--- src/rtl/dec10b8b_pkg.sv ---
// rtl/dec10b8b_pkg.sv - half-code tables and shared types for the 10b/8b receive decoder
package dec10b8b_pkg;

  typedef enum logic [2:0] {CLS_H1, CLS_H2, CLS_H3, CLS_H4, CLS_BAD} half_cls_e;
  typedef logic [3:0] half_idx_t;

  typedef struct packed {
    half_cls_e cls;
    half_idx_t idx;
  } half_dec_t;

  typedef enum logic [1:0] {WK_DATA, WK_CTRL, WK_IDLE, WK_ERR} word_kind_e;
  typedef enum logic {ST_HUNT, ST_SYNC} sync_state_e;

  localparam logic [4:0] H3_CODES [10] = '{5'b00111, 5'b01011, 5'b01101, 5'b01110, 5'b10011,
                                           5'b10101, 5'b10110, 5'b11001, 5'b11010, 5'b11100};
  localparam logic [4:0] H2_CODES [10] = '{5'b00011, 5'b00101, 5'b00110, 5'b01010, 5'b01100,
                                           5'b01001, 5'b10001, 5'b10010, 5'b10100, 5'b11000};
  localparam logic [4:0] H4_CODES [5]  = '{5'b11110, 5'b11101, 5'b11011, 5'b10111, 5'b01111};
  localparam logic [4:0] H1_CODES [5]  = '{5'b00001, 5'b00010, 5'b00100, 5'b01000, 5'b10000};

  localparam logic [9:0] IDLE_CODE = 10'h29A;

endpackage

--- src/rtl/dec10b8b_rx_half5_decode.sv ---
// rtl/dec10b8b_rx_half5_decode.sv - classify one 5-bit half into {class, table index}
module half5_decode
  import dec10b8b_pkg::*;
(
  input  logic [4:0] half_i,
  output half_dec_t  dec_o
);

  always_comb begin
    dec_o = '{cls: CLS_BAD, idx: '0};
    for (int i = 0; i < 10; i++) begin
      if (half_i == H3_CODES[i]) dec_o = '{cls: CLS_H3, idx: half_idx_t'(i)};
      if (half_i == H2_CODES[i]) dec_o = '{cls: CLS_H2, idx: half_idx_t'(i)};
    end
    for (int i = 0; i < 5; i++) begin
      if (half_i == H4_CODES[i]) dec_o = '{cls: CLS_H4, idx: half_idx_t'(i)};
      if (half_i == H1_CODES[i]) dec_o = '{cls: CLS_H1, idx: half_idx_t'(i)};
    end
  end

endmodule

--- src/rtl/dec10b8b_rx.sv ---
// rtl/dec10b8b_rx.sv - two-stage 10b/8b receive decoder with sync hysteresis and error count
module dec10b8b_rx
  import dec10b8b_pkg::*;
#(
  parameter int SYNC_GOOD = 4,
  parameter int LOSS_BAD  = 3,
  parameter int ERR_CNT_W = 16
) (
  input  logic                 clk_i,
  input  logic                 rst_i,
  input  logic                 enable_i,
  input  logic                 in_valid_i,
  input  logic [9:0]           in10b_i,
  input  logic                 clr_cnt_i,
  output logic                 out_stb_o,
  output logic [7:0]           data_o,
  output logic                 is_data_o,
  output logic                 idle_o,
  output logic                 code_err_o,
  output logic                 sync_o,
  output logic [ERR_CNT_W-1:0] err_cnt_o
);

  localparam int GW = $clog2(SYNC_GOOD + 1);
  localparam int BW = $clog2(LOSS_BAD + 1);

  half_dec_t msb_dec, lsb_dec, s1_msb_q, s1_lsb_q;
  logic      s1_valid_q;
  half_idx_t mi, li;

  half5_decode u_msb (.half_i(in10b_i[9:5]), .dec_o(msb_dec));
  half5_decode u_lsb (.half_i(in10b_i[4:0]), .dec_o(lsb_dec));

  always_ff @(posedge clk_i or posedge rst_i) begin
    if (rst_i) begin
      s1_valid_q <= 1'b0;
      s1_msb_q   <= '{cls: CLS_BAD, idx: '0};
      s1_lsb_q   <= '{cls: CLS_BAD, idx: '0};
    end else begin
      s1_valid_q <= in_valid_i & enable_i;
      s1_msb_q   <= msb_dec;
      s1_lsb_q   <= lsb_dec;
    end
  end

  assign mi = s1_msb_q.idx;
  assign li = s1_lsb_q.idx;

  // Indices 8/9 of the 10-entry tables are the ones with idx[3] set; H4/H1 index 4 has idx[2] set.
  word_kind_e kind_d;
  logic [7:0] byte_d;
  always_comb begin
    kind_d = WK_ERR;
    byte_d = 8'h00;
    if (s1_msb_q.cls == CLS_H3 && s1_lsb_q.cls == CLS_H2) begin
      kind_d = WK_DATA;
      case ({mi[3], li[3]})
        2'b00:   byte_d = {2'b00, mi[2:0], li[2:0]};
        2'b10:   byte_d = {4'b1000, mi[0], li[2:0]};
        2'b01:   byte_d = {4'b1010, li[0], mi[2:0]};
        default: byte_d = {6'b111100, mi[0], li[0]};
      endcase
    end else if (s1_msb_q.cls == CLS_H2 && s1_lsb_q.cls == CLS_H3) begin
      kind_d = WK_DATA;
      case ({mi[3], li[3]})
        2'b00:   byte_d = {2'b01, mi[2:0], li[2:0]};
        2'b10:   byte_d = {4'b1001, mi[0], li[2:0]};
        2'b01:   byte_d = {4'b1011, li[0], mi[2:0]};
        default: begin
          if (mi[0])      byte_d = {7'b1111010, li[0]};
          else if (!li[0]) kind_d = WK_IDLE;
          else            kind_d = WK_ERR;
        end
      endcase
    end else if (s1_msb_q.cls == CLS_H4 && s1_lsb_q.cls == CLS_H1) begin
      kind_d = WK_DATA;
      case ({mi[2], li[2]})
        2'b00:   byte_d = {4'b1100, mi[1:0], li[1:0]};
        2'b10:   byte_d = {6'b111000, li[1:0]};
        2'b01:   byte_d = {6'b111010, mi[1:0]};
        default: byte_d = 8'hF6;
      endcase
    end else if (s1_msb_q.cls == CLS_H1 && s1_lsb_q.cls == CLS_H4) begin
      kind_d = WK_DATA;
      case ({mi[2], li[2]})
        2'b00:   byte_d = {4'b1101, mi[1:0], li[1:0]};
        2'b10:   byte_d = {6'b111001, li[1:0]};
        2'b01:   byte_d = {6'b111011, mi[1:0]};
        default: byte_d = 8'hF7;
      endcase
    end else if (s1_msb_q.cls == CLS_H3 && s1_lsb_q.cls == CLS_H3) begin
      if (!mi[3] && !li[3]) begin
        kind_d = WK_CTRL;
        byte_d = {2'b00, mi[2:0], li[2:0]};
      end else if (mi == 4'd8 && !li[3]) begin
        kind_d = WK_DATA;
        byte_d = {5'b11111, li[2:0]};
      end
    end
  end

  logic out_stb_q, idle_q, code_err_q, is_data_q, err_now;
  logic [7:0] data_q;
  assign err_now = s1_valid_q && kind_d == WK_ERR;

  always_ff @(posedge clk_i or posedge rst_i) begin
    if (rst_i) begin
      out_stb_q  <= 1'b0;
      idle_q     <= 1'b0;
      code_err_q <= 1'b0;
      data_q     <= 8'h00;
      is_data_q  <= 1'b0;
    end else begin
      out_stb_q  <= s1_valid_q && (kind_d == WK_DATA || kind_d == WK_CTRL);
      idle_q     <= s1_valid_q && kind_d == WK_IDLE;
      code_err_q <= err_now;
      if (s1_valid_q && kind_d != WK_IDLE) begin
        data_q    <= byte_d;
        is_data_q <= (kind_d == WK_DATA);
      end
    end
  end

  logic [ERR_CNT_W-1:0] err_cnt_q, err_cnt_d;
  always_comb begin
    err_cnt_d = err_cnt_q;
    if (clr_cnt_i)                       err_cnt_d = err_now ? ERR_CNT_W'(1) : '0;
    else if (err_now && err_cnt_q != '1) err_cnt_d = err_cnt_q + 1'b1;
  end

  // Sync hysteresis runs on the registered pulses, so sync_o trails the deciding word by a cycle.
  sync_state_e   state_q, state_d;
  logic [GW-1:0] good_cnt_q, good_cnt_d;
  logic [BW-1:0] bad_cnt_q, bad_cnt_d;
  always_comb begin
    state_d    = state_q;
    good_cnt_d = good_cnt_q;
    bad_cnt_d  = bad_cnt_q;
    if (out_stb_q || idle_q) begin
      bad_cnt_d = '0;
      if (good_cnt_q != GW'(SYNC_GOOD)) good_cnt_d = good_cnt_q + 1'b1;
      if (state_q == ST_HUNT && good_cnt_d == GW'(SYNC_GOOD)) state_d = ST_SYNC;
    end else if (code_err_q) begin
      good_cnt_d = '0;
      if (bad_cnt_q != BW'(LOSS_BAD)) bad_cnt_d = bad_cnt_q + 1'b1;
      if (state_q == ST_SYNC && bad_cnt_d == BW'(LOSS_BAD)) state_d = ST_HUNT;
    end
  end

  always_ff @(posedge clk_i or posedge rst_i) begin
    if (rst_i) begin
      state_q    <= ST_HUNT;
      good_cnt_q <= '0;
      bad_cnt_q  <= '0;
      err_cnt_q  <= '0;
    end else begin
      state_q    <= state_d;
      good_cnt_q <= good_cnt_d;
      bad_cnt_q  <= bad_cnt_d;
      err_cnt_q  <= err_cnt_d;
    end
  end

  assign out_stb_o  = out_stb_q;
  assign data_o     = data_q;
  assign is_data_o  = is_data_q;
  assign idle_o     = idle_q;
  assign code_err_o = code_err_q;
  assign sync_o     = (state_q == ST_SYNC);
  assign err_cnt_o  = err_cnt_q;

endmodule

--- config.mk ---
export PLATFORM = sky130hd
export DESIGN_NAME = dec10b8b_rx
export DESIGN_NICKNAME = d
export VERILOG_FILES = /design/src/rtl/dec10b8b_pkg.sv /design/src/rtl/dec10b8b_rx_half5_decode.sv /design/src/rtl/dec10b8b_rx.sv
export SDC_FILE = /design/constraint.sdc
export NUM_CORES = 1
export LEC_CHECK = 0
export BUFFER_PORTS_ARGS = -buffer_cell sky130_fd_sc_hd__buf_2
export CAP_MARGIN = 20
export CELL_PAD_IN_SITES_DETAIL_PLACEMENT = 0
export CELL_PAD_IN_SITES_GLOBAL_PLACEMENT = 1
export CORE_ASPECT_RATIO = 0.8
export CORE_UTILIZATION = 44
export DETAILED_ROUTE_END_ITERATION = 10
export PLACE_DENSITY_LB_ADDON = 0.1
export SLEW_MARGIN = 20
export SYNTH_ARGS = -nofsm -noshare
export SYNTH_HDL_FRONTEND = slang
export SYNTH_SLANG_ARGS = --single-unit
--- constraint.sdc ---
create_clock -name clk_i -period 3.1 [get_ports clk_i]
set_input_delay 0.62 -clock clk_i [delete_from_list [all_inputs] [get_ports clk_i]]
set_output_delay 0.62 -clock clk_i [all_outputs]
set_load 0.005 [all_outputs]
=== After elaboration in Yosys (flattened, before gate mapping) ===
Cells that the tools add are included.
Widths: inputs -> output; s select.

* Output and inout port bits: 29
* Bits of input ports: 15
* Logic and storage cells: 226
* Register bits: 49

* Add/subtract/negate cells: 3
* Bitwise gates (word level): 2
* Equality and inequality tests: 81
* Reductions and logical operators: 28
* Mux-type cells: 98

{| class="wikitable"
|+ Operators by type and width
! kind !! count
|-
| $mux 7 || 60
|-
| $eq 5x5->1 const B || 30
|-
| $eq 5x4->1 const B || 16
|-
| $mux 8 || 8
|-
| $pmux 8 s3 || 2
|-
| $eq 5x3->1 const B || 8
|-
| $pmux 6 s3 || 2
|-
| $mux 16 || 2
|-
| $mux 2 || 14
|-
| $eq 5x2->1 const B || 4
|-
| $add 16x1->16 const B || 1
|-
| $ne 16x16->1 const B || 1
|-
| $logic_and 1x1->1 || 14
|-
| $eq 3x2->1 const B || 4
|-
| $mux 3 || 4
|-
| $eq 2x2->1 const B || 5
|-
| $eq 5x1->1 const B || 2
|-
| $eq 2x1->1 const B || 3
|-
| $eq 3x1->1 const B || 2
|-
| $logic_not 2->1 || 3
|-
| $logic_not 3->1 || 2
|-
| $mux 1 || 6
|-
| $reduce_bool 2->1 || 3
|-
| $eq 4x4->1 const B || 1
|-
| other kinds (12) || 15
|}

=== Depth between registers and ports, before layout ===
* Depth after elaboration: 31
* Depth in mapped cells: 8

=== Hierarchy ===
From an unflattened synthesis, not the netlist that was laid out.

* Cell total of the unflattened synthesis: 389
* Area total of the unflattened synthesis: 3457.1 µm²

{| class="wikitable"
|+ By module, submodules not included
! module !! instances !! seq. area each (µm²) !! cells an instance !! area an instance (µm²)
|-
| dec10b8b_rx || 1 || 1228.7 || 285 || 2726.4
|-
| half5_decode || 2 || 0.0 || 52 || 365.4
|}

=== Worst setup path before layout ===
No wires, ideal clock.

* Path type: flip-flop to flip-flop
* Start: register s1_lsb_q (netlist bit li[3])
* End: register err_cnt_q[7] (netlist: err_cnt_o[7])
* Arrival time: 2110 ps
* Stages on the path, launching flop included: 9
* Clock period less this slack: 2188 ps
* Slack: 912 ps
* Cell sequence: dfrtp_1 inv_1 ha_1 nor3_2 a2111oi_4 nand3_4 buf_6 or3_1 a21oi_1

* Cells in the longest elaborated chain, start to end: 13

{| class="wikitable"
|+ RTL lines
! element !! line !! text
|-
| start, declared || dec10b8b_rx.sv:27 || <nowiki>half_dec_t msb_dec, lsb_dec, s1_msb_q, s1_lsb_q;</nowiki>
|-
| start signal, assigned || dec10b8b_rx.sv:38 || <nowiki>s1_lsb_q <= '{cls: CLS_BAD, idx: '0};</nowiki>
|-
| start signal, assigned || dec10b8b_rx.sv:42 || <nowiki>s1_lsb_q <= lsb_dec;</nowiki>
|-
| $logic_not 1->1 || dec10b8b_rx.sv:92, dec10b8b_rx.sv:95 ||
|-
| $logic_and 1x1->1 || dec10b8b_rx.sv:95 || <nowiki>end else if (mi == 4'd8 && !li[3]) begin</nowiki>
|-
| $mux 2 || dec10b8b_rx.sv:95 ||
|-
| $mux 2 || dec10b8b_rx.sv:92 || <nowiki>if (!mi[3] && !li[3]) begin</nowiki>
|-
| $mux 2 || dec10b8b_rx.sv:91 || <nowiki>end else if (s1_msb_q.cls == CLS_H3 && s1_lsb_q.cls == CLS_H3) begin</nowiki>
|-
| $mux 2 || dec10b8b_rx.sv:83 || <nowiki>end else if (s1_msb_q.cls == CLS_H1 && s1_lsb_q.cls == CLS_H4) begin</nowiki>
|-
| $mux 2 || dec10b8b_rx.sv:75 || <nowiki>end else if (s1_msb_q.cls == CLS_H4 && s1_lsb_q.cls == CLS_H1) begin</nowiki>
|-
| $mux 2 (*) || dec10b8b_rx.sv:63 || <nowiki>end else if (s1_msb_q.cls == CLS_H2 && s1_lsb_q.cls == CLS_H3) begin</nowiki>
|-
| $mux 2 (*) || dec10b8b_rx.sv:55 || <nowiki>if (s1_msb_q.cls == CLS_H3 && s1_lsb_q.cls == CLS_H2) begin</nowiki>
|-
| $eq 2x2->1 (*) || dec10b8b_rx.sv:104 || <nowiki>assign err_now = s1_valid_q && kind_d == WK_ERR;</nowiki>
|-
| $logic_and 1x1->1 (*) || dec10b8b_rx.sv:104 ||
|-
| $logic_and 1x1->1 (*) || dec10b8b_rx.sv:128 || <nowiki>else if (err_now && err_cnt_q != '1) err_cnt_d = err_cnt_q + 1'b1;</nowiki>
|-
| $reduce_bool 2->1 (no source line) (*) || -- ||
|-
| end signal, assigned || dec10b8b_rx.sv:160 || <nowiki>err_cnt_q <= err_cnt_d;</nowiki>
|-
| end, declared || dec10b8b_rx.sv:124 || <nowiki>logic [ERR_CNT_W-1:0] err_cnt_q, err_cnt_d;</nowiki>
|}

Mark *: on every way between the ends. The rest lies on a longest branch, timed or not.
A chain may end at the register's enable or synchronous reset.

=== Worst setup path after layout ===
* Start: register s1_lsb_q (netlist bit li[3])
* End: register err_cnt_q[12] (netlist: err_cnt_o[12])

The elaborated chain is that of the path after synthesis.

==> results_dict.tcl <==
set metrics [dict create \
    status "finished, final reports clean" \
    final_util 0.511 \
    mappedNetlistArea_sq_mm 0.00340 \
    critical_path.startpoint "li[3]" \
    layout.cells.non_filler 539 \
    sw_frac_of_total 0.319 \
    drive_above_1_share 0.166 \
    finalClockSkew_ns 0.0120 \
    num-fill-cells 724 \
    fin_setup_tns_ns 0 \
    antenna_found_initial 0 \
    cts.hold.buffers_added 0 \
    ctsResizeCount 0 \
    die_h_um 80.6 \
    maxCapViolations 0 \
    p_leak_nw 1.67 \
    multi_input_area_sq_mm 0.00202 \
    fin_crit_ns 2.69 \
    p_sw_uw 556 \
    r2r_start "li[3]" \
    rows 28 \
    rsz0062_at_grt "no" \
    reg2reg_depth 7 \
    grt-ovfl-total 0 \
    required_ns 3.32 \
    vias_per_cell 5.58 \
    ir_drop_mv 0.241 \
    detailed_place_hpwl_um 5690 \
    fmax_mhz 371 \
    grt_start_max_net_pins 27 \
    wl_um 7590 \
    htreeDepth 2 \
    drtIter0Drc 129 \
    die_area_sq_mm 0.00808 \
    intPower_mw 1.19 \
    route.detailed.drc 0 \
    endpoint_kind "flip-flop" \
    endpoint "err_cnt_o[12]" \
    dp.cells 531 \
    finalSetupViolCount 0 \
    total_power_mw 1.74 \
    cts.sinks 49 \
    period_share 0.868 \
    cts_inserted_buffers 5 \
    track_usage 0.193 \
    power_density_mw_per_mm2 460 \
    finalHoldViolCount 0 \
    cts_tree "yes" \
    cts_setup_buffers 0 \
    pin_count 44 \
    clock_latency_ns 0.30 \
    regArea_sq_mm 0.00123 \
    gp_congestion 0.862 \
    start_util 0.457 \
    path_class "flip-flop to flip-flop" \
    p_seq_frac 0.461 \
    combPwrFrac 0.270 \
    cts_root_buf "clkbuf_8" \
    routedWlPerCell_um 14.1 \
    antenna_left 0 \
    cp_max_fo 25 \
    first_pass_iters 7 \
    ys_async_sr_fraction 1.00 \
    rr_endpoint "err_cnt_o[12]" \
    vias 3006 \
    synthDistinctLibCells 66 \
    ys.flop_type "dfrtp_1" \
    slew_viol_final 0 \
    synth_seq_cells 49 \
    power_frac_clock 0.269 \
    max-slew-margin-rel 0.524 \
    yosysWarnings 0 \
    postSynthAreaPerCell_sq_um 8.47 \
    nets 462 \
    yosysSeqAreaShare 0.362 \
    portBuffers 43 \
    worst_slew_pin_slew_ns 0.696 \
    areaGrowthSynthToFinish_pct 11.6 \
    dieWidth_um 100 \
    regToRegSetupSlack_ns 0.41 \
    syn_inst 401 \
    critPathArrivalTime_ns 2.92 \
    startpoint_type "flip-flop" \
    hold_class "primary input to asynchronous set/reset pin" \
    clk_path_buf_depth 2 \
    grt_pass1_vias 2523 \
    grt_pass1_wl_um 12500 \
    syn_nets 430 \
    clk_pin_slew_ns 0.09 \
    core_sq_mm 0.00743 \
    num_antenna_cells 0 \
    synth_edf_count 0 \
]
## flip-flops by register name, indices dropped and copies added, names as in the netlist
| name | flops |
|---|---|
| s1_valid_q | 1 |
| out_stb_o | 1 |
| bad_cnt_q | 2 |
| data_o | 8 |
| s1_lsb_q | 3 |
| li | 4 |
| sync_o | 1 |
| code_err_o | 1 |
| good_cnt_q | 3 |
| err_cnt_o | 16 |
| mi | 4 |
| is_data_o | 1 |
| idle_o | 1 |
| s1_msb_q | 3 |
## worst min path at each step
stage | endpoint | slack [ns] | cells past startpoint | start
final | err_cnt_o[12] | 0.33 | 2 | rst_i
after global routing | err_cnt_o[12] | 0.36 | 2 | rst_i
after CTS | err_cnt_o[12] | 0.34 | 2 | rst_i
after detailed placement | data_o[2] | 0.46 | 2 | data_o[2]
after global placement | data_o[7] | 0.46 | 2 | data_o[7]
after floorplan | sync_o | 0.45 | 1 | bad_cnt_q[1]
## final cells by class
type / count / share of cell area
multi-input cells: 316 / 0.533
flip-flops and latches: 49 / 0.324
repair buffers: 45 / 0.0607
well taps: 105 / 0.0346
clock buffers: 6 / 0.0218
inverters: 16 / 0.0158
clock inverters: 2 / 0.00990
## worst max-delay path: stages (launching register included)
cell and delay (ns):
dfrtp_1 0.48, inv_1 0.14, ha_1 0.31, nor3_2 0.13
a2111oi_4 0.54, nand3_4 0.31, or4_1 0.54, a21oi_1 0.17
## power by group through the flow
stage                     Clock [mW]  Sequential [mW]  Combinational (mW)
after floorplan                    0            0.802               0.351
after global placement             0            0.814               0.464
after detailed placement           0            0.817               0.473
after CTS                      0.489            0.805               0.475
after global routing           0.515            0.817               0.532
final                          0.469            0.805               0.471
## placed cells by master (no fill, tap or decap), types with 3 or more instances in the layout
| cell | n |
|---|---|
| clkbuf_8 | 6 |
| or4_1 | 5 |
| dfrtp_1 | 47 |
| nand2b_1 | 6 |
| a31oi_1 | 4 |
| nand3_1 | 12 |
| buf_2 | 43 |
| and2_1 | 4 |
| mux2i_1 | 7 |
| o31ai_1 | 10 |
| o21ai_0 | 35 |
| nor2b_1 | 9 |
| ha_1 | 14 |
| nand2_1 | 48 |
| o22ai_1 | 5 |
| a21oi_1 | 35 |
| xor2_1 | 4 |
| nor2_1 | 30 |
| or3_1 | 10 |
| a22oi_1 | 4 |
| nand4_1 | 6 |
| a211oi_1 | 4 |
| inv_1 | 15 |
| nor3_1 | 7 |
| a2111oi_0 | 3 |
## cell families after synthesis
group,after synthesis,share of synthesized area
compound gates,126,0.242
simple gates,159,0.253
flops,49,0.362
fa+ha+maj,14,0.0516
mux,11,0.0339
xor+xnor,6,0.0155
buf+inv,36,0.0431
## synth_stat cells (all sizes together) (3+ instances only)
cell type | instances | area (sq um)
nand2 | 48 | 180
dfrtp | 47 | 1180
o21ai | 37 | 189
a21oi | 35 | 175
nor2 | 30 | 113
clkbuf | 16 | 60.1
inv | 16 | 60.1
ha | 14 | 175
nand3 | 13 | 77.6
o31ai | 10 | 75.1
or3 | 10 | 62.6
nor2b | 9 | 56.3
nor3 | 8 | 45.0
mux2i | 7 | 70.1
nand2b | 6 | 37.5
nand4 | 6 | 37.5
a2111oi | 5 | 63.8
and2 | 5 | 33.8
o22ai | 5 | 31.3
or4 | 5 | 37.5
a211oi | 4 | 30.0
a22oi | 4 | 30.0
a31oi | 4 | 25.0
buf | 4 | 26.3
mux2 | 4 | 45.0
xor2 | 4 | 35.0
nor4bb | 3 | 36.3
or2 | 3 | 18.8
## stage by stage
step | hold WS (ns) | setup slack [ns] | area [sq um]
2_1_floorplan | 0.451 | 0.912 | 3400
3_3_place_gp | 0.459 | 0.570 | 3670
3_5_place_dp | 0.457 | 0.419 | 3670
4_1_cts | 0.340 | 0.411 | 3790
5_1_grt | 0.359 | 0.250 | 3790
6_report | 0.332 | 0.408 | 3790
## layer usage
metal	track usage	vias up	wire (um)
met1	0.301	1381	3950
li1	-	1542	-
met5	0	-	0
met3	0.0296	6	396
met2	0.278	77	3190
met4	0.0391	0	48
Power figures use the tool's default switching activity.
